==> config.mk <==
export PLATFORM = sky130hd
export DESIGN_NAME = mlp_param_loader
export DESIGN_NICKNAME = d
export VERILOG_FILES = /design/src/rtl/mlp_param_loader_pkg.sv /design/src/rtl/mlp_param_loader_ctrl.sv /design/src/rtl/mlp_param_loader.sv
export SDC_FILE = /design/constraint.sdc
export NUM_CORES = 1
export LEC_CHECK = 0
export ABC_AREA = 1
export CORE_MARGIN = 5
export CORE_UTILIZATION = 44
export CTS_CLUSTER_SIZE = 28
export DETAILED_ROUTE_END_ITERATION = 8
export PLACE_DENSITY = 0.73
export SKIP_CTS_REPAIR_TIMING = 1
export SYNTH_ARGS = -nofsm -noshare
export SYNTH_HDL_FRONTEND = slang
export SYNTH_SLANG_ARGS = --single-unit
==> constraint.sdc <==
create_clock -name clk -period 2.1 [get_ports clk]
set_clock_uncertainty 0.15 [all_clocks]
set_input_delay 0.315 -clock clk [delete_from_list [all_inputs] [get_ports clk]]
set_output_delay 0.315 -clock clk [all_outputs]
set_load 0.05 [all_outputs]
==> src/rtl/mlp_param_loader_pkg.sv <==
// Shared types and stream-length helpers for the MLP parameter loader.
package mlp_param_loader_pkg;

  typedef enum logic [2:0] {IDLE, LOAD_W, LOAD_B, LOAD_X, ISSUE} state_t;

  function automatic int nw_count(input int m, input int n);
    return (m - 1) * n * n;
  endfunction

  function automatic int nb_count(input int m, input int n);
    return (m - 1) * n;
  endfunction

  // The weight segment is always the longest, so it sizes the shared counter.
  function automatic int cnt_width(input int m, input int n);
    return $clog2(nw_count(m, n) + 1);
  endfunction

endpackage

==> src/rtl/mlp_param_loader_ctrl.sv <==
// Load sequencer: walks W -> B -> X segments with one shared element counter.
module mlp_load_ctrl
  import mlp_param_loader_pkg::*;
#(
  parameter int M  = 2,
  parameter int N  = 2,
  parameter int CW = cnt_width(M, N)
) (
  input  logic          clk,
  input  logic          nrst,
  input  logic          start_full,
  input  logic          start_x,
  input  logic          in_valid,
  output state_t        state,
  output logic [CW-1:0] cnt,
  output logic          in_ready,
  output logic          accept,
  output logic          init,
  output logic          initial_flag,
  output logic          weight_flag,
  output logic          busy,
  output logic          err
);

  localparam int NW = nw_count(M, N);
  localparam int NB = nb_count(M, N);
  localparam logic [CW-1:0] LAST_W = CW'(NW - 1);
  localparam logic [CW-1:0] LAST_B = CW'(NB - 1);
  localparam logic [CW-1:0] LAST_X = CW'(N - 1);

  state_t        state_n;
  logic [CW-1:0] cnt_n;
  logic          wflag_n, pend_n, err_n, pending;

  always_ff @(posedge clk or posedge nrst) begin
    if (nrst) begin
      state       <= IDLE;
      cnt         <= '0;
      weight_flag <= 1'b0;
      pending     <= 1'b0;
      err         <= 1'b0;
    end else begin
      state       <= state_n;
      cnt         <= cnt_n;
      weight_flag <= wflag_n;
      pending     <= pend_n;
      err         <= err_n;
    end
  end

  always_comb begin
    state_n      = state;
    cnt_n        = cnt;
    wflag_n      = weight_flag;
    pend_n       = pending;
    err_n        = err;
    in_ready     = 1'b0;
    init         = 1'b0;
    initial_flag = 1'b0;
    busy         = (state != IDLE);
    case (state)
      IDLE: begin
        if (start_full) begin
          state_n = LOAD_W;
          cnt_n   = '0;
          wflag_n = 1'b0;
        end else if (start_x) begin
          if (weight_flag) begin
            state_n = LOAD_X;
            cnt_n   = '0;
          end else begin
            err_n = 1'b1;
          end
        end
      end
      LOAD_W: begin
        in_ready = 1'b1;
        if (in_valid) begin
          if (cnt == LAST_W) begin
            state_n = LOAD_B;
            cnt_n   = '0;
          end else begin
            cnt_n = cnt + CW'(1);
          end
        end
      end
      LOAD_B: begin
        in_ready = 1'b1;
        if (in_valid) begin
          if (cnt == LAST_B) begin
            state_n = LOAD_X;
            cnt_n   = '0;
            wflag_n = 1'b1;
            pend_n  = 1'b1;
          end else begin
            cnt_n = cnt + CW'(1);
          end
        end
      end
      LOAD_X: begin
        in_ready = 1'b1;
        if (in_valid) begin
          if (cnt == LAST_X) begin
            state_n = ISSUE;
            cnt_n   = '0;
          end else begin
            cnt_n = cnt + CW'(1);
          end
        end
      end
      ISSUE: begin
        init         = 1'b1;
        initial_flag = pending;
        pend_n       = 1'b0;
        state_n      = IDLE;
        cnt_n        = '0;
      end
      default: begin
        state_n = IDLE;
        cnt_n   = '0;
      end
    endcase
  end

  assign accept = in_valid & in_ready;

endmodule

==> src/rtl/mlp_param_loader.sv <==
// Streams MLP weights, biases and inputs into registered arrays, then fires init.
module mlp_param_loader
  import mlp_param_loader_pkg::*;
#(
  parameter int M  = 2,
  parameter int N  = 2,
  parameter int QM = 3,
  parameter int QN = 5,
  parameter int WM = 3,
  parameter int WN = 5
) (
  input  logic                                  clk,
  input  logic                                  nrst,
  input  logic                                  start_full,
  input  logic                                  start_x,
  input  logic                                  in_valid,
  input  logic [QM+QN-1:0]                      in_data,
  output logic                                  in_ready,
  output logic [N-1:0][QM+QN-1:0]               x,
  output logic [M-2:0][N-1:0][N-1:0][QM+QN-1:0] w,
  output logic [M-2:0][N-1:0][QM+QN-1:0]        b,
  output logic                                  init,
  output logic                                  initial_flag,
  output logic                                  weight_flag,
  output logic                                  busy,
  output logic                                  err
);

  localparam int QW = QM + QN;
  localparam int WW = WM + WN;
  localparam int CW = cnt_width(M, N);

  if (WW > QW) begin : g_width_chk
    $error("weight word wider than data word");
  end

  state_t        state;
  logic [CW-1:0] cnt;
  logic          accept;
  logic [QW-1:0] w_word;

  // Weights travel in the low WW bits of the stream word.
  assign w_word = QW'($signed(in_data[WW-1:0]));

  mlp_load_ctrl #(.M(M), .N(N), .CW(CW)) u_ctrl (
    .clk          (clk),
    .nrst         (nrst),
    .start_full   (start_full),
    .start_x      (start_x),
    .in_valid     (in_valid),
    .state        (state),
    .cnt          (cnt),
    .in_ready     (in_ready),
    .accept       (accept),
    .init         (init),
    .initial_flag (initial_flag),
    .weight_flag  (weight_flag),
    .busy         (busy),
    .err          (err)
  );

  // Counter value is the flat index within the current segment.
  always_ff @(posedge clk or posedge nrst) begin
    if (nrst) begin
      x <= '0;
      w <= '0;
      b <= '0;
    end else if (accept) begin
      for (int l = 0; l < M - 1; l++) begin
        for (int n = 0; n < N; n++) begin
          if (state == LOAD_B && int'(cnt) == l * N + n) b[l][n] <= in_data;
          for (int i = 0; i < N; i++)
            if (state == LOAD_W && int'(cnt) == (l * N + n) * N + i) w[l][n][i] <= w_word;
        end
      end
      for (int i = 0; i < N; i++)
        if (state == LOAD_X && int'(cnt) == i) x[i] <= in_data;
    end
  end

endmodule
==> results.py <==
metrics = {
    "floorplanning": {
        "initial_core_util_pct": 45.7,
        "core.rowCount": 30,
        "die_w_microns": 94.7,
        "die_h_microns": 94.7,
        "core_area_sq_um": 6910,
        "ioPinCount": 83,
        "dieArea_sq_um": 8970,
    },
    "outcome": {
        "status": "completed",
    },
    "critical_path": {
        "slowest_stage": "clkdlybuf4s50_1",
        "crit_arrival_ns": 1.54,
        "critPathMaxStageDelay_ns": 0.82,
        "critPathTopFamily": "buffers and inverters",
        "crit_type": "reg -> out",
        "end_kind": "primary output",
        "worstPathRequired_ns": 1.63,
        "worstPathCellList": "clkdlybuf4s50_1",
        "path_max_fanout": 2,
        "start_kind": "flop",
        "cp.buffers_inverters": 1,
    },
    "timing": {
        "max-slew-margin-rel_pct": 65.0,
        "fin_crit_sh_pct": 95.5,
        "maxSlewViolCount": 0,
        "period_needed_ns": 2.00,
        "timing_hold_violations_final": 0,
        "setup_ws_ns": 0.0953,
        "tightest_slew_ns": 0.520,
        "rsz0062_at_grt": "false",
        "finalSetupViolCount": 0,
        "fin_tns_setup_ns": 0,
        "clock.fmax_mhz": 499,
    },
    "placed_design": {
        "place_hpwl_microns": 5670,
        "dp.cells": 531,
        "io_buffers": 82,
        "dp_slack_ns": 0.165,
        "placed_area_sq_um": 4130,
        "gp_congestion": 0.916,
    },
    "finish": {
        "post-route-util_pct": 62.2,
        "final_cell_area_sq_um": 4300,
        "n_fill_cell": 619,
        "layout-drive-gt1-share_pct": 10.7,
        "fin_cells": 546,
        "diodes": 0,
        "area_growth_syn_to_layout_pct": 36.1,
        "final_nets": 465,
    },
    "clock_network": {
        "htree_levels": 3,
        "numCtsBuffers": 9,
        "clock-root-buffer": "clkbuf_8",
        "cts_sinks": 73,
        "clk_pin_slew_ns": 0.07,
        "cts_buffer_depth": 2,
        "tritoncts": "done",
        "clkLatencyLatePin_ns": 0.33,
    },
    "route": {
        "routed_wirelength_microns": 8110,
        "vias": 2723,
        "drt_first_pass_iters": 5,
        "wire_per_inst_microns": 14.9,
        "drc": 0,
        "drt_first_iter_violations": 193,
        "viasPerCell": 4.99,
        "final_antenna_net_count": 0,
    },
    "global_routing": {
        "grtUsageMet2_pct": 30.5,
        "grt_start_max_net_pins": 74,
        "grt_pass1_wl_microns": 13500,
        "antenna_found_initial": 0,
        "use_met3_pct": 4.62,
        "use_met1_pct": 26.9,
        "grt_usage_pct": 19.9,
        "busiest_layer": "met2",
        "overflow": 0,
        "grt_pass1_vias": 2766,
    },
    "yosys": {
        "syn_area_per_cell_sq_um": 8.90,
        "synth-seq-cells": 73,
        "netlist_area_sq_um": 3160,
        "syn_nets": 374,
        "ys_top_cells_by_area": "dfrtp_1 (58%), nand2_1 (16%), nand3_1 (8.7%)",
        "ys_types": 22,
        "synth-seq-area-share_pct": 57.8,
        "yosys_warnings": 0,
        "synthArstFlopShare_pct": 100,
        "netlist.area_leader.share_pct": 57.8,
        "synth_edf_count": 0,
        "yosys-top-cells-count": "nand2_1 (133), dfrtp_1 (73), nand3_1 (55), inv_1 (20), nor2_1 (14)",
        "synthCells": 355,
        "yosysMostFrequentCell": "nand2_1",
        "yosysTopAreaCell": "dfrtp_1",
        "synth_flop_cell": "dfrtp_1",
    },
    "power": {
        "internal_power_mw": 3.87,
        "switchingPower_mw": 4.06,
        "seq_power_share_pct": 29.9,
        "p_clk_share_pct": 11.8,
        "peakVddDrop_mv": 1.06,
        "powerDensity_nw_per_um2": 1850,
        "p_leak_nw": 2.16,
        "swShare_pct": 51.2,
        "comb_power_share_pct": 58.3,
    },
    "hold_path": {
        "hp-class": "in -> async",
    },
    "job": {
        "drv_cap": 0,
    },
}
[cell families (layout without fill, tap and decap cells)]
group	Yosys count	count (layout)	synth area share, %
adder cells (fa/ha/maj)	6	6	2.38
flip-flops	73	73	57.8
buffers and inverters	31	126	4.91
AO/OA/AOI/OAI	24	24	3.96
AND/OR/NAND/NOR	221	221	30.9
[power groups by stage]
stage	combinational (mW)	clock [mW]	sequential, mW
6_report	4.63	0.933	2.37
3_3_place_gp	4.60	0	2.39
4_1_cts	4.67	0.952	2.37
3_5_place_dp	4.65	0	2.38
5_1_grt	4.93	1.02	2.45
2_1_floorplan	1.23	0	4.22
[registers in the layout, indices dropped and copies added (netlist names)]
register            count
u_ctrl.weight_flag      1
u_ctrl.cnt              3
u_ctrl.state            3
w                      32
x                      16
b                      16
u_ctrl.err              1
u_ctrl.pending          1
[final cells by class]
type | instances | area [sq um] | area share (%)
Clock buffer | 11 | 141 | 3.29
Clock inverter | 4 | 20.0 | 0.466
Inverter | 22 | 86.3 | 2.01
Multi-Input combinational cell | 251 | 1180 | 27.4
Sequential cell | 73 | 1830 | 42.5
Tap cell | 96 | 120 | 2.80
Timing Repair Buffer | 89 | 923 | 21.5
[stage by stage]
step,power (mW),hold slack [ns]
floorplan,5.45,0.303
global placement,6.98,0.304
detailed placement,7.03,0.308
CTS,8.00,0.299
global route,8.40,0.322
finish,7.93,0.282
[final timing paths]
| kind | startpoint | to | slack [ns] | depth (start not counted) |
|---|---|---|---|---|
| worst max-delay path | b[12]$_DFFE_PP0P_ | b[12] | 0.1 | 1 |
| worst min-delay path | nrst | w[16]$_DFFE_PP0P_ | 0.28 | 3 |
| worst max register to register | u_ctrl.state[1]$_DFFE_PP0P_ | x[10]$_DFFE_PP0P_ | 0.22 | 7 |
| worst min register to register | x[0]$_DFFE_PP0P_ | x[0]$_DFFE_PP0P_ | 0.32 | 2 |
| max in group asynchronous | nrst | b[6]$_DFFE_PP0P_ | 1.21 | 3 |
| min in group clk | x[0]$_DFFE_PP0P_ | x[0]$_DFFE_PP0P_ | 0.32 | 2 |
[cells in the final DEF, fill, tap and decap left out, types with 7 or more instances in the layout]
cell	instances
a21oi_1	9
buf_4	7
clkbuf_8	10
clkdlybuf4s50_1	77
dfrtp_1	73
inv_1	19
nand2_1	133
nand3_1	55
nor2_1	13
nor2_2	9
o21ai_0	13
[metal layers]
layer	share of wire [%]	vias to the layer above
li1	-	1325
met2	47	118
met3	7.6	16
met1	43	1264
met4	2.3	0
met5	0	-
(Power assumes the default switching activity.)
